$ cat src/rtl/lfsr_pkg.sv
// Shared constants and the single-iteration helper for the lfsr_gen family.
package lfsr_pkg;

    // Maximal-length tap masks: bit i set means state[i] feeds the XOR.
    localparam logic [7:0]  LFSR_TAPS_8  = 8'h1D;
    localparam logic [7:0]  LFSR_SEED_8  = 8'hE1;
    localparam logic [15:0] LFSR_TAPS_16 = 16'h002D;
    localparam logic [15:0] LFSR_SEED_16 = 16'hECEB;
    localparam logic [31:0] LFSR_TAPS_32 = 32'hC000_0401;
    localparam logic [31:0] LFSR_SEED_32 = 32'hACE1_ECEB;

    typedef struct packed {
        logic        out;
        logic [31:0] next;
    } lfsr_iter_t;

    // The state is zero-extended to 32 bits; feedback re-enters at bit width-1.
    function automatic lfsr_iter_t lfsr_iter(input logic [31:0] state,
                                             input logic [31:0] taps,
                                             input int          width);
        lfsr_iter_t r;
        logic       fb;
        fb     = ^(state & taps);
        r.out  = state[0];
        r.next = (state >> 1) | ({31'd0, fb} << (width - 1));
        return r;
    endfunction

endpackage

$ cat src/rtl/lfsr_period_mon.sv
// Period monitor: counts enables since the start value was set and flags the
// update that returns the state to it.
module lfsr_period_mon
    import lfsr_pkg::*;
#(
    parameter int               WIDTH = 16,
    parameter logic [WIDTH-1:0] SEED  = LFSR_SEED_16
) (
    input  logic             clk,
    input  logic             rst,
    input  logic             en,
    input  logic             load,
    input  logic [WIDTH-1:0] load_eff,
    input  logic [WIDTH-1:0] next_state,
    output logic             period_done,
    output logic [WIDTH-1:0] period_len
);

    logic [WIDTH-1:0] start_r;
    logic [WIDTH-1:0] cnt_r;
    logic [WIDTH-1:0] cnt_inc_s;
    logic             done_r;
    logic [WIDTH-1:0] len_r;

    // Saturating increment of the enable count.
    always_comb begin
        if (cnt_r == {WIDTH{1'b1}}) begin
            cnt_inc_s = cnt_r;
        end else begin
            cnt_inc_s = cnt_r + {{(WIDTH-1){1'b0}}, 1'b1};
        end
    end

    // Start value, counter and period result registers.
    always_ff @(posedge clk or posedge rst) begin
        if (rst) begin
            start_r <= SEED;
            cnt_r   <= {WIDTH{1'b0}};
            done_r  <= 1'b0;
            len_r   <= {WIDTH{1'b0}};
        end else if (load) begin
            start_r <= load_eff;
            cnt_r   <= {WIDTH{1'b0}};
            done_r  <= 1'b0;
        end else if (en) begin
            if (next_state == start_r) begin
                done_r <= 1'b1;
                len_r  <= cnt_inc_s;
                cnt_r  <= {WIDTH{1'b0}};
            end else begin
                done_r <= 1'b0;
                cnt_r  <= cnt_inc_s;
            end
        end else begin
            done_r <= 1'b0;
        end
    end

    assign period_done = done_r;
    assign period_len  = len_r;

endmodule

$ cat src/rtl/lfsr_gen.sv
// Parametrised Fibonacci LFSR producing STEP bits per enable.
// Optional period monitor enabled by defining LFSR_PERIOD_MON_EN.
module lfsr_gen
    import lfsr_pkg::*;
#(
    parameter int               WIDTH = 16,
    parameter logic [WIDTH-1:0] TAPS  = LFSR_TAPS_16,
    parameter logic [WIDTH-1:0] SEED  = LFSR_SEED_16,
    parameter int               STEP  = 1
) (
    input  logic             clk,
    input  logic             rst,
    input  logic             en,
    input  logic             load,
    input  logic [WIDTH-1:0] load_val,
    output logic [STEP-1:0]  rand_bits,
    output logic [WIDTH-1:0] shift_reg,
    output logic             zero_seed,
    output logic             period_done,
    output logic [WIDTH-1:0] period_len
);

    logic [WIDTH-1:0] shift_reg_r;
    logic [STEP-1:0]  rand_bits_r;
    logic             zero_seed_r;
    logic [WIDTH-1:0] adv_s;
    logic [STEP-1:0]  bits_s;
    logic [WIDTH-1:0] load_eff_s;
    logic             zero_load_s;
    lfsr_iter_t       it_s;

    // Unrolled STEP iterations; iteration i's out bit lands in bits_s[i].
    always_comb begin
        adv_s  = shift_reg_r;
        bits_s = {STEP{1'b0}};
        it_s   = '0;
        for (int i = 0; i < STEP; i++) begin
            it_s      = lfsr_iter(32'(adv_s), 32'(TAPS), WIDTH);
            bits_s[i] = it_s.out;
            adv_s     = it_s.next[WIDTH-1:0];
        end
    end

    // An all-zero load would lock the LFSR, so SEED is substituted.
    always_comb begin
        zero_load_s = (load_val == {WIDTH{1'b0}});
        if (zero_load_s) begin
            load_eff_s = SEED;
        end else begin
            load_eff_s = load_val;
        end
    end

    // State, output bits and zero-seed pulse.
    always_ff @(posedge clk or posedge rst) begin
        if (rst) begin
            shift_reg_r <= SEED;
            rand_bits_r <= {STEP{1'b0}};
            zero_seed_r <= 1'b0;
        end else if (load) begin
            shift_reg_r <= load_eff_s;
            zero_seed_r <= zero_load_s;
        end else if (en) begin
            shift_reg_r <= adv_s;
            rand_bits_r <= bits_s;
            zero_seed_r <= 1'b0;
        end else begin
            zero_seed_r <= 1'b0;
        end
    end

    assign shift_reg = shift_reg_r;
    assign rand_bits = rand_bits_r;
    assign zero_seed = zero_seed_r;

`ifdef LFSR_PERIOD_MON_EN
    lfsr_period_mon #(
        .WIDTH (WIDTH),
        .SEED  (SEED)
    ) u_period_mon (
        .clk         (clk),
        .rst         (rst),
        .en          (en),
        .load        (load),
        .load_eff    (load_eff_s),
        .next_state  (adv_s),
        .period_done (period_done),
        .period_len  (period_len)
    );
`else
    assign period_done = 1'b0;
    assign period_len  = {WIDTH{1'b0}};
`endif

endmodule

$ cat config.mk
export PLATFORM = sky130hd
export DESIGN_NAME = lfsr_gen
export DESIGN_NICKNAME = d
export VERILOG_FILES = /design/src/rtl/lfsr_pkg.sv /design/src/rtl/lfsr_period_mon.sv /design/src/rtl/lfsr_gen.sv
export SDC_FILE = /design/constraint.sdc
export NUM_CORES = 1
export LEC_CHECK = 0
export CORE_MARGIN = 5
export CORE_UTILIZATION = 40
export DETAILED_ROUTE_END_ITERATION = 16
export GPL_TIMING_DRIVEN = 1
export MAX_ROUTING_LAYER = met4
export PLACE_DENSITY = 0.84
export SLEW_MARGIN = 20
export SYNTH_ARGS = -nofsm -noshare
export SYNTH_HDL_FRONTEND = slang
export SYNTH_HIERARCHICAL = 1
export SYNTH_SLANG_ARGS = --single-unit
$ cat constraint.sdc
create_clock -name clk -period 1.14 [get_ports clk]
set_input_delay 0.228 -clock clk [delete_from_list [all_inputs] [get_ports clk]]
set_output_delay 0.228 -clock clk [all_outputs]
set_load 0.005 [all_outputs]
* Word-level counts from Yosys, hierarchy flattened
Cells that the tools add are included.
** Word-level totals
- Logic and storage cells :: 13
- Bits in latches :: 0
- Memories :: 0
- Register bits after elaboration :: 18
- RAM bits :: 0
- Memory bits (read-only) :: 0
** Cells by class
- Equality and inequality tests :: 0
- $mul :: 0
- Add/sub/neg operators :: 0
- Bitwise operators :: 2
- Div/mod/pow operators :: 0
- Shift-type cells :: 0
- Muxes and demuxes :: 4
- $lt $le $gt $ge :: 0
- Reductions and logical operators :: 4
** Operator list (number)
- 16-bit two-way mux :: 3
- 32-bit parity :: 1
- 16-bit zero test :: 1
- 15-bit by 16-bit OR with 16-bit output :: 1
- 2-bit AND reduction :: 1
- 2-bit nonzero test :: 1
- 1-bit two-way mux :: 1
- 1-bit inverter :: 1

* Longest topological paths before layout
Gate-level depths: netlist (run 1).
- Depth after elaboration :: 4
- Mapped depth :: 6
- Gate-level depth less buffers :: 4

* Worst setup path before layout (run 1)
No wires, ideal clock.
- Kind :: input to register
- From :: input en
- To :: register shift_reg_r[0], in the netlist shift_reg[0]
- Library setup time :: 0.078 ns
- Arrival time :: 1.141 ns
- Setup slack :: -0.080 ns
- Buffers on the path :: 2
- Stages on the path :: 5
- Cell sequence :: buf_2 buf_2 mux2_1 mux2i_1 nand2_1
** Between the ends
- Cells in the longest elaborated chain, start to end :: 1
** Ends and longest elaborated chain
- start: declaration :: line lfsr_gen.sv:13 : input logic en,
- 2-bit nonzero test (no source line)
- end signal: assignment :: line lfsr_gen.sv:61 : shift_reg_r <= load_eff_s;
- end signal: assignment :: line lfsr_gen.sv:64 : shift_reg_r <= adv_s;
- end: declaration :: line lfsr_gen.sv:23 : logic [WIDTH-1:0] shift_reg_r;
No other way between the ends.
A chain may end at the register's enable or synchronous reset.

* Worst setup path after layout (run 1)
- From :: register shift_reg_r[3], in the netlist shift_reg[3]
- To :: register shift_reg_r[15], in the netlist shift_reg[15]
** Between the ends
- Cells in the longest elaborated chain, start to end :: 4
** Ends and longest elaborated chain
- 32-bit parity :: line lfsr_pkg.sv:23 : fb = ^(state & taps);
- 15-bit by 16-bit OR with 16-bit output :: line lfsr_pkg.sv:25 : r.next = (state >> 1) | ({31'd0, fb} << (width - 1));
- 16-bit two-way mux :: line lfsr_gen.sv:63 : end else if (en) begin
- 16-bit two-way mux :: line lfsr_gen.sv:60 : end else if (load) begin
No other way between the ends. The select of a mux whose other input is x is not followed.

==> impl_results.md, run 1 <==
- Final Skew: between 0.01 and 0.015 ns
- Post-synthesis cell count: between 100 and 150
- Worst hold path class: input port to flop
- Routed length per instance: 17.18 µm
- Die height: 62.76 µm
- Core area: approximately 2700 µm²
- Final hold violations: 0
- ANT cells: 0
- GRT overflow: 0
- Global-route wire length before repair: around 5.4 mm
- Power per cell area: about 1100 nW/µm²
- Hold Buf Count CTS: 0
- Antenna viol nets, final: 0
- Leak pwr: about 0.95 nW
- Failing checks: setup timing
- CTS Buf Count: 3
- GRT Util Overall: between 10% and 20%
- Clock transition at path regs: about 0.12 ns
- Root Buffer: clkbuf_4
- RSZ-0062 raised after global routing: yes
- DR vias/cell: between 4 and 5
- M1 WL: about 1.3 mm
- Clock Latency Late Sink: 0.31 ns
- Worst Path Arrival: 1.47 ns
- Setup violators final: 13
- Antenna violations before repair: 0
- Max reg flops: 16
- Most common cell after layout, fill and taps aside: buf_4
- WL met2: ~2 mm
- Final WL: approximately 3.5 mm
- Worst Setup Slack, final: -0.1210 ns
- Pre-antenna DRT Iters: 4
- Core Rows: 19
- Clock Sinks: 18
- Vias in the first global route: roughly 1,100
- Die width: between 60 and 70 µm
- Mean post-synth cell area: around 11 µm²
- FMAX: between 700 and 800 MHz
- Highest routed layer: met4
- Worst VDD drop: between 0.0007 and 0.0008 V
- Setup CP Type: flop to flop
- CP max FO: 3
- Commonest non-fill, non-tap cells in the layout: buf_4 (26), conb_1 (17), buf_6 (14)
- Post-Synthesis Cell Area: ~1100 µm²
- Post-layout util: 67.50%
- H-tree depth: 1
- Fin. max-slew vios: 0
- Seq/Total Area, Yosys: 41.69%
- Die ar.: about 3900 µm²
- Detail Placement HPWL: 2.144 mm
- Drc violations: 0
- Area growth from synthesis to layout: 64.27%
- Starting Density: between 40% and 50%
- # nets final: roughly 190
- Fill cells: 186
- Setup TNS: -0.6694 ns
- Yosys reg bits: 18
- Min cycle time layout: between 1 and 1.5 ns
- Final Cycle Share: 110.6%
- Crit end category: flop
- Clock Tree Buf Depth: 2
- Syn. warnings: 6
- # IOs: 55
- # port buffers: 37
- WL met3: 173 µm
- Pin count of the biggest net entering global routing: 19
- Req. time, crit path: ~1.4 ns
- Maxcap violations: 0
- Layout cells sized above 1: between 50% and 60%
- Worst Setup Start Kind: flop
- Via count: just under 1,000
- Result of the run: complete, but fails checks
- Final GP Congestion: ~0.8
- CTS tree: done
- Unique masters post-synth: 29
- Starting DRT DRC Count: between 60 and 70
[path summary, 6_finish.rpt]
path                                       to  slack [ns]          from  cells after the start
min in group asynchronous           zero_seed        0.22           rst                      3
worst min register to register      rand_bits        0.52     rand_bits                      1
worst min-delay path             shift_reg[4]        0.15   load_val[4]                      3
max in group asynchronous       shift_reg[13]        0.69           rst                      3
worst max-delay path            shift_reg[15]       -0.12  shift_reg[3]                      4
worst max register to register  shift_reg[15]       -0.12  shift_reg[3]                      4
[worst max-delay path: stages, from the launching register on]
cell and delay (ns):
dfstp_2 0.57, buf_4 0.13, xor2_2 0.14, xnor2_1 0.08, o211ai_1 0.24
[final cells by class]
type	instances	area, µm²	area share [%]
tap	31	38.79	2.120
multi-input combinational	77	636.9	34.82
inverter	2	7.507	0.4104
sequential	18	464.2	25.38
clock buffer	4	36.28	1.984
timing repair buffer	70	645.6	35.29
[cells in the mapped netlist, drive strengths merged]
| master | n | area (µm²) |
|---|---|---|
| buf | 22 | 163.9 |
| nand2 | 15 | 56.30 |
| mux2i | 14 | 140.1 |
| dfstp | 11 | 289.0 |
| mux2 | 11 | 123.9 |
| dfrtp | 7 | 175.2 |
| o21ai | 6 | 30.02 |
| inv | 2 | 7.500 |
| nand2b | 2 | 20.02 |
| nor4 | 2 | 18.77 |
| xor2 | 2 | 17.52 |
| a21oi | 1 | 5.000 |
| clkbuf | 1 | 3.750 |
| conb | 1 | 3.750 |
| nand4 | 1 | 12.51 |
| nor2 | 1 | 6.260 |
| nor3 | 1 | 5.000 |
| nor3b | 1 | 7.510 |
| o211ai | 1 | 7.510 |
| or4 | 1 | 11.26 |
| xnor2 | 1 | 8.760 |
[per-stage QoR]
step                      setup slack (ns)  hold slack (ns)  area [µm²]  cells  total power [mW]
final                              -0.1210           0.1485        1829    202             1.952
after global routing               -0.1546           0.1881        1829    202             2.049
after CTS                         -0.07586           0.2284        1743    202             1.845
after detailed placement           -0.5748           0.5053        1590    185             1.391
after global placement             -0.5527           0.5066        1590    185             1.376
after floorplan                   -0.06584           0.1585        1176    120             1.082
[timing repair]
| action | 4_1_cts | 5_1_grt |
|---|---|---|
| gates cloned | 1 | 0 |
| pin swaps | 8 | 11 |
| setup buffers | 13 | 0 |
| endpoints found under the setup margin | 30 | 26 |
| gates resized for setup | 95 | 31 |
[metal layers]
| metal | GRT usage (%) | vias up |
|---|---|---|
| met2 | 30.83 | 35 |
| met1 | 18.58 | 487 |
| met5 | - | - |
| li1 | - | 449 |
| met3 | 4.856 | 8 |
| met4 | 6.631 | 0 |
[where the power goes]
part,switching [mW],leakage [nW],internal [mW]
Sequential,0.0575,0.202,0.754
Clock,0.221,0.0210,0.195
Combinational,0.285,0.730,0.439
Total,0.564,0.953,1.39
[cells by family (layout without fill, tap and decap cells)]
logic type	Yosys count	count (layout)	share of synthesized area, %
muxes	25	25	23.71
other	1	17	0.3368
AOI/OAI and AO/OA	8	8	3.819
buffers and inverters	25	76	15.73
and+or+nand+nor	24	24	12.36
DFF	18	18	41.69
xor gates and xnor gates	3	3	2.360
No activity file was read; power rests on OpenSTA's default activity.
==> run 2: changes to the inputs <==
- SYNTH_HIERARCHICAL: 1 -> unset
- TNS_END_PERCENT: unset -> 5
==> impl_results.md, run 2 <==
- Max reg flops: 16 (unchanged)
- Starting DRT DRC Count: 54 (-21%)
- WHS Endpoint: shift_reg[4]
- CP max stage cell: dfstp_2
- CTS Buf Count: 3 (unchanged)
- CP Cell Sequence: buf_4 -> xor2_2 -> xnor2_1 -> o211ai_1
- Area contributors post-synth: dfstp_2 (26%), dfrtp_1 (16%), mux2i_1 (13%)
- CP max FO: 3 (unchanged)
- Post-synth EDFFs: 0 (unchanged)
- HP Start: load_val[4]
- Pre-CTS setup slack: -0.5748 ns (unchanged)
- Final Cycle Share: 111.9% (+1.3 points)
- Via count: 988 (+0.92%)
- Drc violations: 0 (unchanged)
- Worst VDD drop: 0.0006896 V (-5.6%)
- Mean post-synth cell area: 10.71 µm² (unchanged)
- Count leader, synth: buf_4
- Clock Latency Late Sink: 0.31 ns (about the same)
- Post-synth top area cell: dfstp_2
- Highest routed layer: met4
- FF/Latch Area: 464.2 µm² (unchanged)
- Hold Buf Count CTS: 0 (unchanged)
- Power per cell area: 1072 nW/µm² (+0.46%)
- Core area: 2710 µm² (unchanged)
- H-tree depth: 1 (unchanged)
- Pre-antenna DRT Iters: 4 (unchanged)
- Min cycle time layout: 1.275 ns (+0.01435 ns)
- Post-synthesis cell count: 104 (unchanged)
- CTS tree: done
- Seq/Total Area, Yosys: 41.69% (unchanged)
- Result of the run: complete, but fails checks
- Final GP Congestion: 0.7796 (unchanged)
- Most used DFF post-synth: dfstp_2
- RSZ-0062 raised after global routing: yes
- # IOs: 55 (unchanged)
- DR vias/cell: 4.867 (+0.42%)
- Leak pwr: 0.9414 nW (-1.2%)
- R2R Path Start: shift_reg[3]
- Root Buffer: clkbuf_4
- Most common cell after layout, fill and taps aside: buf_4
- Die width: 62.76 µm (unchanged)
- Syn. warnings: 0 (-6)
- Core Rows: 19 (unchanged)
- Req. time, crit path: 1.35 ns (about the same)
- Vias in the first global route: 1,114 (+2.0%)
- M1 WL: 1.356 mm (+8.0%)
- Final WL: 3.569 mm (+2.8%)
- Area growth from synthesis to layout: 60.45%
- Die ar.: 3939 µm² (unchanged)
- Setup violators final: 14 (+1)
- Fin. max-slew vios: 0 (unchanged)
- Register-to-Register Setup Slack: -0.14 ns (about the same)
- Post-route cell area: 1787 µm² (-2.3%)
- Synth top area share: 25.96% (unchanged)
- Clock Tree Buf Depth: 2 (unchanged)
- Global-route wire length before repair: 5.623 mm (+5.0%)
- Post-Synthesis Cell Area: 1114 µm² (unchanged)
- Clock transition at path regs: 0.12 ns (about the same)
- Starting Density: 41.09% (unchanged)
- FMAX: 784.1 MHz (-1.1%)
- Unique masters post-synth: 29 (unchanged)
- Antenna violations before repair: 0 (unchanged)
- Async SR Flop Fraction: 100.0% (unchanged)
- Fill cells: 199 (+7.0%)
- Final hold violations: 0 (unchanged)
- Dpl cell area: 1590 µm² (unchanged)
- Detail Placement HPWL: 2.144 mm (unchanged)
- GRT Util Overall: 18.85% (+1.3 points)
- Final Skew: 0.009152 ns (-0.005311 ns)
- Post-synth top cells: buf_4 (17), nand2_1 (15), mux2i_1 (14)
- Largest stage delay, worst path: 0.57 ns (about the same)
- Routed length per instance: 17.58 µm (+2.3%)
- WP buf/inv: 1 (unchanged)
- Multi-input gate area: 595.6 µm² (-6.5%)
- Worst Setup Slack, final: -0.1353 ns (-0.01434 ns)
- WL met2: 2.033 mm (+3.3%)
- Commonest non-fill, non-tap cells in the layout: buf_4 (26), conb_1 (17), mux2i_1 (14)
- Worst hold path class: input port to flop
- Clock Sinks: 18 (unchanged)
- # port buffers: 37 (unchanged)
- Worst Setup Start Kind: flop
- FF-to-FF End: shift_reg[15]
- WHS: 0.1556 ns (+0.007143 ns)
- Layout cells sized above 1: 49.42% (-5.6 points)
- Setup CP Type: flop to flop
- Die height: 62.76 µm (unchanged)
- ANT cells: 0 (unchanged)
- Maxcap violations: 0 (unchanged)
- Antenna viol nets, final: 0 (unchanged)
- GRT overflow: 0 (unchanged)
- Crit end category: flop
- Hold Path Depth: 3 (unchanged)
- WL met3: 138 µm (-20%)
- Worst Path Arrival: 1.49 ns (+0.02 ns)
- Failing checks: setup timing
- Crit path max-delay family: flip-flops
- Pin count of the biggest net entering global routing: 19 (unchanged)
- # nets final: 193 (+0.52%)
- Yosys reg bits: 18 (unchanged)
- R2R depth: 4 (unchanged)
## run 2: cell count changes in the layout (fill, tap and decap cells not counted), sizes merged
| cell | change |
|---|---|
| clkbuf | +4 |
| buf | -3 |
## run 2: area by class of cell
cell class | count | share of cell area [%]
repair buffers | 71 | 36.06
multi-input cells | 77 | 33.33
flip-flops and latches | 18 | 25.98
well taps | 31 | 2.171
clock buffers | 4 | 2.031
inverters | 2 | 0.4202
## run 2: worst register-to-register path: cells and delay by family (launching register included)
family | cells | cell delay, ns
xor gates and xnor gates | 2 | 0.24
DFF | 1 | 0.57
AOI/OAI and AO/OA | 1 | 0.24
buffers and inverters | 1 | 0.13
## run 2: timing repair
| item | 4_1_cts | 5_1_grt |
|---|---|---|
| pin swaps | 4 | 6 |
| setup buffers | 13 | 0 |
| hold endpoints to repair | 0 | 0 |
| gates resized for setup | 84 | 26 |
| cloned | 1 | 0 |
| endpoints found under the setup margin | 30 | 30 |
## run 2: stage by stage
step	util (%)	total power [mW]	cells	TNS [ns]
2_1_floorplan	-	1.082	120	-0.6431
3_3_place_gp	58.68	1.376	185	-8.629
3_5_place_dp	58.68	1.391	185	-8.973
4_1_cts	64.77	1.846	203	-0.6303
5_1_grt	65.93	2.010	203	-1.158
6_report	65.93	1.915	203	-0.7010
## run 2: kinds of logic after synthesis
family | share of synthesized area (%)
AOI/OAI and AO/OA | 3.819
xor gates and xnor gates | 2.360
buffers and inverters | 15.73
DFF | 41.69
muxes | 23.71
other | 0.3368
and+or+nand+nor | 12.36
## run 2: routing by layer
layer | vias to the layer above | GRT usage, %
li1 | 450 | -
met1 | 495 | 19.57
met2 | 37 | 34.59
met3 | 6 | 4.317
met4 | 0 | 6.366
met5 | - | -
## run 2: worst max-delay path by stage
stage               endpoint    startpoint  cells past startpoint
5_1_grt        shift_reg[15]  shift_reg[0]                      4
3_3_place_gp    shift_reg[5]   load_val[4]                      6
3_5_place_dp    shift_reg[0]   load_val[4]                      6
6_report       shift_reg[15]  shift_reg[3]                      4
4_1_cts         shift_reg[3]  shift_reg[3]                      1
2_1_floorplan   shift_reg[0]   load_val[4]                      5
## run 2: power by group
part           total [mW]  internal (mW)  switching [mW]  leakage [nW]
Sequential          0.808          0.754          0.0547         0.202
Clock               0.413          0.195           0.218        0.0210
Combinational       0.693          0.411           0.283         0.719
==> run 3: changes to the inputs <==
--- a/config.mk
+++ b/config.mk
@@ -11,2 +11,3 @@
 export GPL_TIMING_DRIVEN = 1
+export HOLD_SLACK_MARGIN = 0.12
 export MAX_ROUTING_LAYER = met4
--- a/constraint.sdc
+++ b/constraint.sdc
@@ -3,2 +3,2 @@
 set_output_delay 0.228 -clock clk [all_outputs]
-set_load 0.005 [all_outputs]
+set_load 0.01 [all_outputs]
==> impl_results.md, run 3 (synthesis results as in run 2) <==
- Via count: 952 (-3.6%)
- Dpl cell area: 1613 µm² (+1.4%)
- Routed length per instance: 16.04 µm (-8.8%)
- Worst Path Arrival: 0.99 ns (-0.50 ns)
- Area growth from synthesis to layout: 60.90%
- Global-route wire length before repair: 5.271 mm (-6.3%)
- Final Skew: 0.01059 ns (+0.001441 ns)
- Starting DRT DRC Count: 42 (-22%)
- Die height: 62.76 µm (unchanged)
- Pre-CTS setup slack: -0.6104 ns (-0.03567 ns)
- CP max FO: 3 (unchanged)
- H-tree depth: 1 (unchanged)
- Finished Layout Cells: 200 (-1.5%)
- Maxcap violations: 0 (unchanged)
- Antenna violations before repair: 0 (unchanged)
- # port buffers: 37 (unchanged)
- Post-layout util: 66.11% (+0.18 points)
- Most common cell after layout, fill and taps aside: buf_4
- Vias in the first global route: 1,031 (-7.5%)
- Crit end category: output port
- Root Buffer: clkbuf_4
- Stages on the worst setup path: 1 (-3)
- Final GP Congestion: 0.7644 (-1.9%)
- Leak pwr: 0.9170 nW (-2.6%)
- Register-to-Register Setup Slack: -0.01 ns (+0.13 ns)
- ANT cells: 0 (unchanged)
- GRT overflow: 0 (unchanged)
- Starting Density: 41.09% (unchanged)
- Tot Pwr: 1.945 mW (+1.6%)
- Crit path max-delay family: flip-flops
- Core area: 2710 µm² (unchanged)
- Pre-antenna DRT Iters: 4 (unchanged)
- Hold Path Depth: 3 (unchanged)
- Setup TNS: -0.5715 ns (+0.1295 ns)
- WL met3: 177 µm (+28%)
- WL met2: 1.708 mm (-16%)
- Post-Place Cells: 188 (+1.6%)
- Die ar.: 3939 µm² (unchanged)
- FMAX: 822.6 MHz (+4.9%)
- Setup CP Type: flop to output port
- Worst Setup Start Kind: flop
- Commonest non-fill, non-tap cells in the layout: buf_4 (24), conb_1 (17), buf_6 (15)
- Detail Placement HPWL: 2.156 mm (+0.53%)
- GRT Util Overall: 17.37% (-1.5 points)
- Clock Sinks: 18 (unchanged)
- Antenna viol nets, final: 0 (unchanged)
- Pin count of the biggest net entering global routing: 19 (unchanged)
- Post-route cell area: 1792 µm² (+0.28%)
- CTS tree: done
- Layout cells sized above 1: 50.89% (+1.5 points)
- Clock Tree Buf Depth: 2 (unchanged)
- Drc violations: 0 (unchanged)
- Largest stage delay, worst path: 0.58 ns (about the same)
- Result of the run: complete, but fails checks
- # IOs: 55 (unchanged)
- DR vias/cell: 4.760 (-2.2%)
- Core Rows: 19 (unchanged)
- WHS: 0.1548 ns (-0.0007870 ns)
- Die width: 62.76 µm (unchanged)
- Worst hold path class: input port to flop
- CP Cell Sequence: buf_6
- WP buf/inv: 1 (unchanged)
- Final Cycle Share: 106.6% (-5.2 points)
- Highest routed layer: met4
- CP max stage cell: dfstp_2
- Setup violators final: 12 (-2)
- Fin. max-slew vios: 0 (unchanged)
- Worst Setup Slack, final: -0.07572 ns (+0.05960 ns)
- Worst VDD drop: 0.0008097 V (+17%)
- Req. time, crit path: 0.91 ns (-0.44 ns)
- # nets final: 190 (-1.6%)
- Failing checks: setup timing
- Max reg flops: 16 (unchanged)
- Min cycle time layout: 1.216 ns (-0.05960 ns)
- Final hold violations: 0 (unchanged)
- M1 WL: 1.264 mm (-6.8%)
- Hold Buf Count CTS: 0 (unchanged)
- Clock transition at path regs: 0.11 ns (about the same)
- Power per cell area: 1085 nW/µm² (+1.3%)
- Final WL: 3.208 mm (-10%)
- R2R depth: 4 (unchanged)
- RSZ-0062 raised after global routing: yes
- CTS Buf Count: 3 (unchanged)
- Clock Latency Late Sink: 0.31 ns (about the same)
run 3: changes by cell type in the layout (fill, tap and decap cells not counted), moves of 2 or more:
| cell | delta |
|---|---|
| dlymetal6s2s_1 | -2 |
| clkbuf_2 | -8 |
| buf_4 | -2 |
| nand2_2 | +2 |
| buf_2 | +4 |
| dlygate4sd2_1 | +2 |
| buf_6 | +2 |
| nand2_1 | -2 |
run 3: where the power goes:
part | internal [mW] | leakage [nW] | switching (mW) | total (mW)
registers | 0.754 | 0.202 | 0.0564 | 0.810
logic | 0.421 | 0.694 | 0.308 | 0.729
clock network | 0.195 | 0.0210 | 0.211 | 0.406
total | 1.37 | 0.917 | 0.575 | 1.94
run 3: final cells by class:
cell class,count,area [µm²]
Multi-Input combinational cell,77,609.3
Clock buffer,4,36.28
Tap cell,31,38.79
Inverter,2,7.507
Fill cell,195,918.4
Timing Repair Buffer,68,635.6
Sequential cell,18,464.2
run 3: final timing paths:
path | start | endpoint
setup / recovery | shift_reg[11] | shift_reg[11]
setup reg to reg | shift_reg[3] | shift_reg[15]
max in group asynchronous | rst | shift_reg[13]
hold / removal | load_val[7] | shift_reg[7]
hold reg to reg | rand_bits | rand_bits
min in group asynchronous | rst | shift_reg[4]
run 3: repair_timing:
| action | in CTS | in global routing |
|---|---|---|
| setup endpoints to repair | 30 | 25 |
| gates cloned | 1 | 0 |
| pin swaps | 5 | 4 |
| setup buffers | 6 | 1 |
| resized for setup | 114 | 9 |
run 3: per-layer routing:
| layer | global-route usage (%) | vias up |
|---|---|---|
| met5 | - | - |
| met4 | 7.427 | 0 |
| met3 | 4.137 | 6 |
| met2 | 28.89 | 40 |
| met1 | 19.87 | 460 |
| li1 | - | 446 |
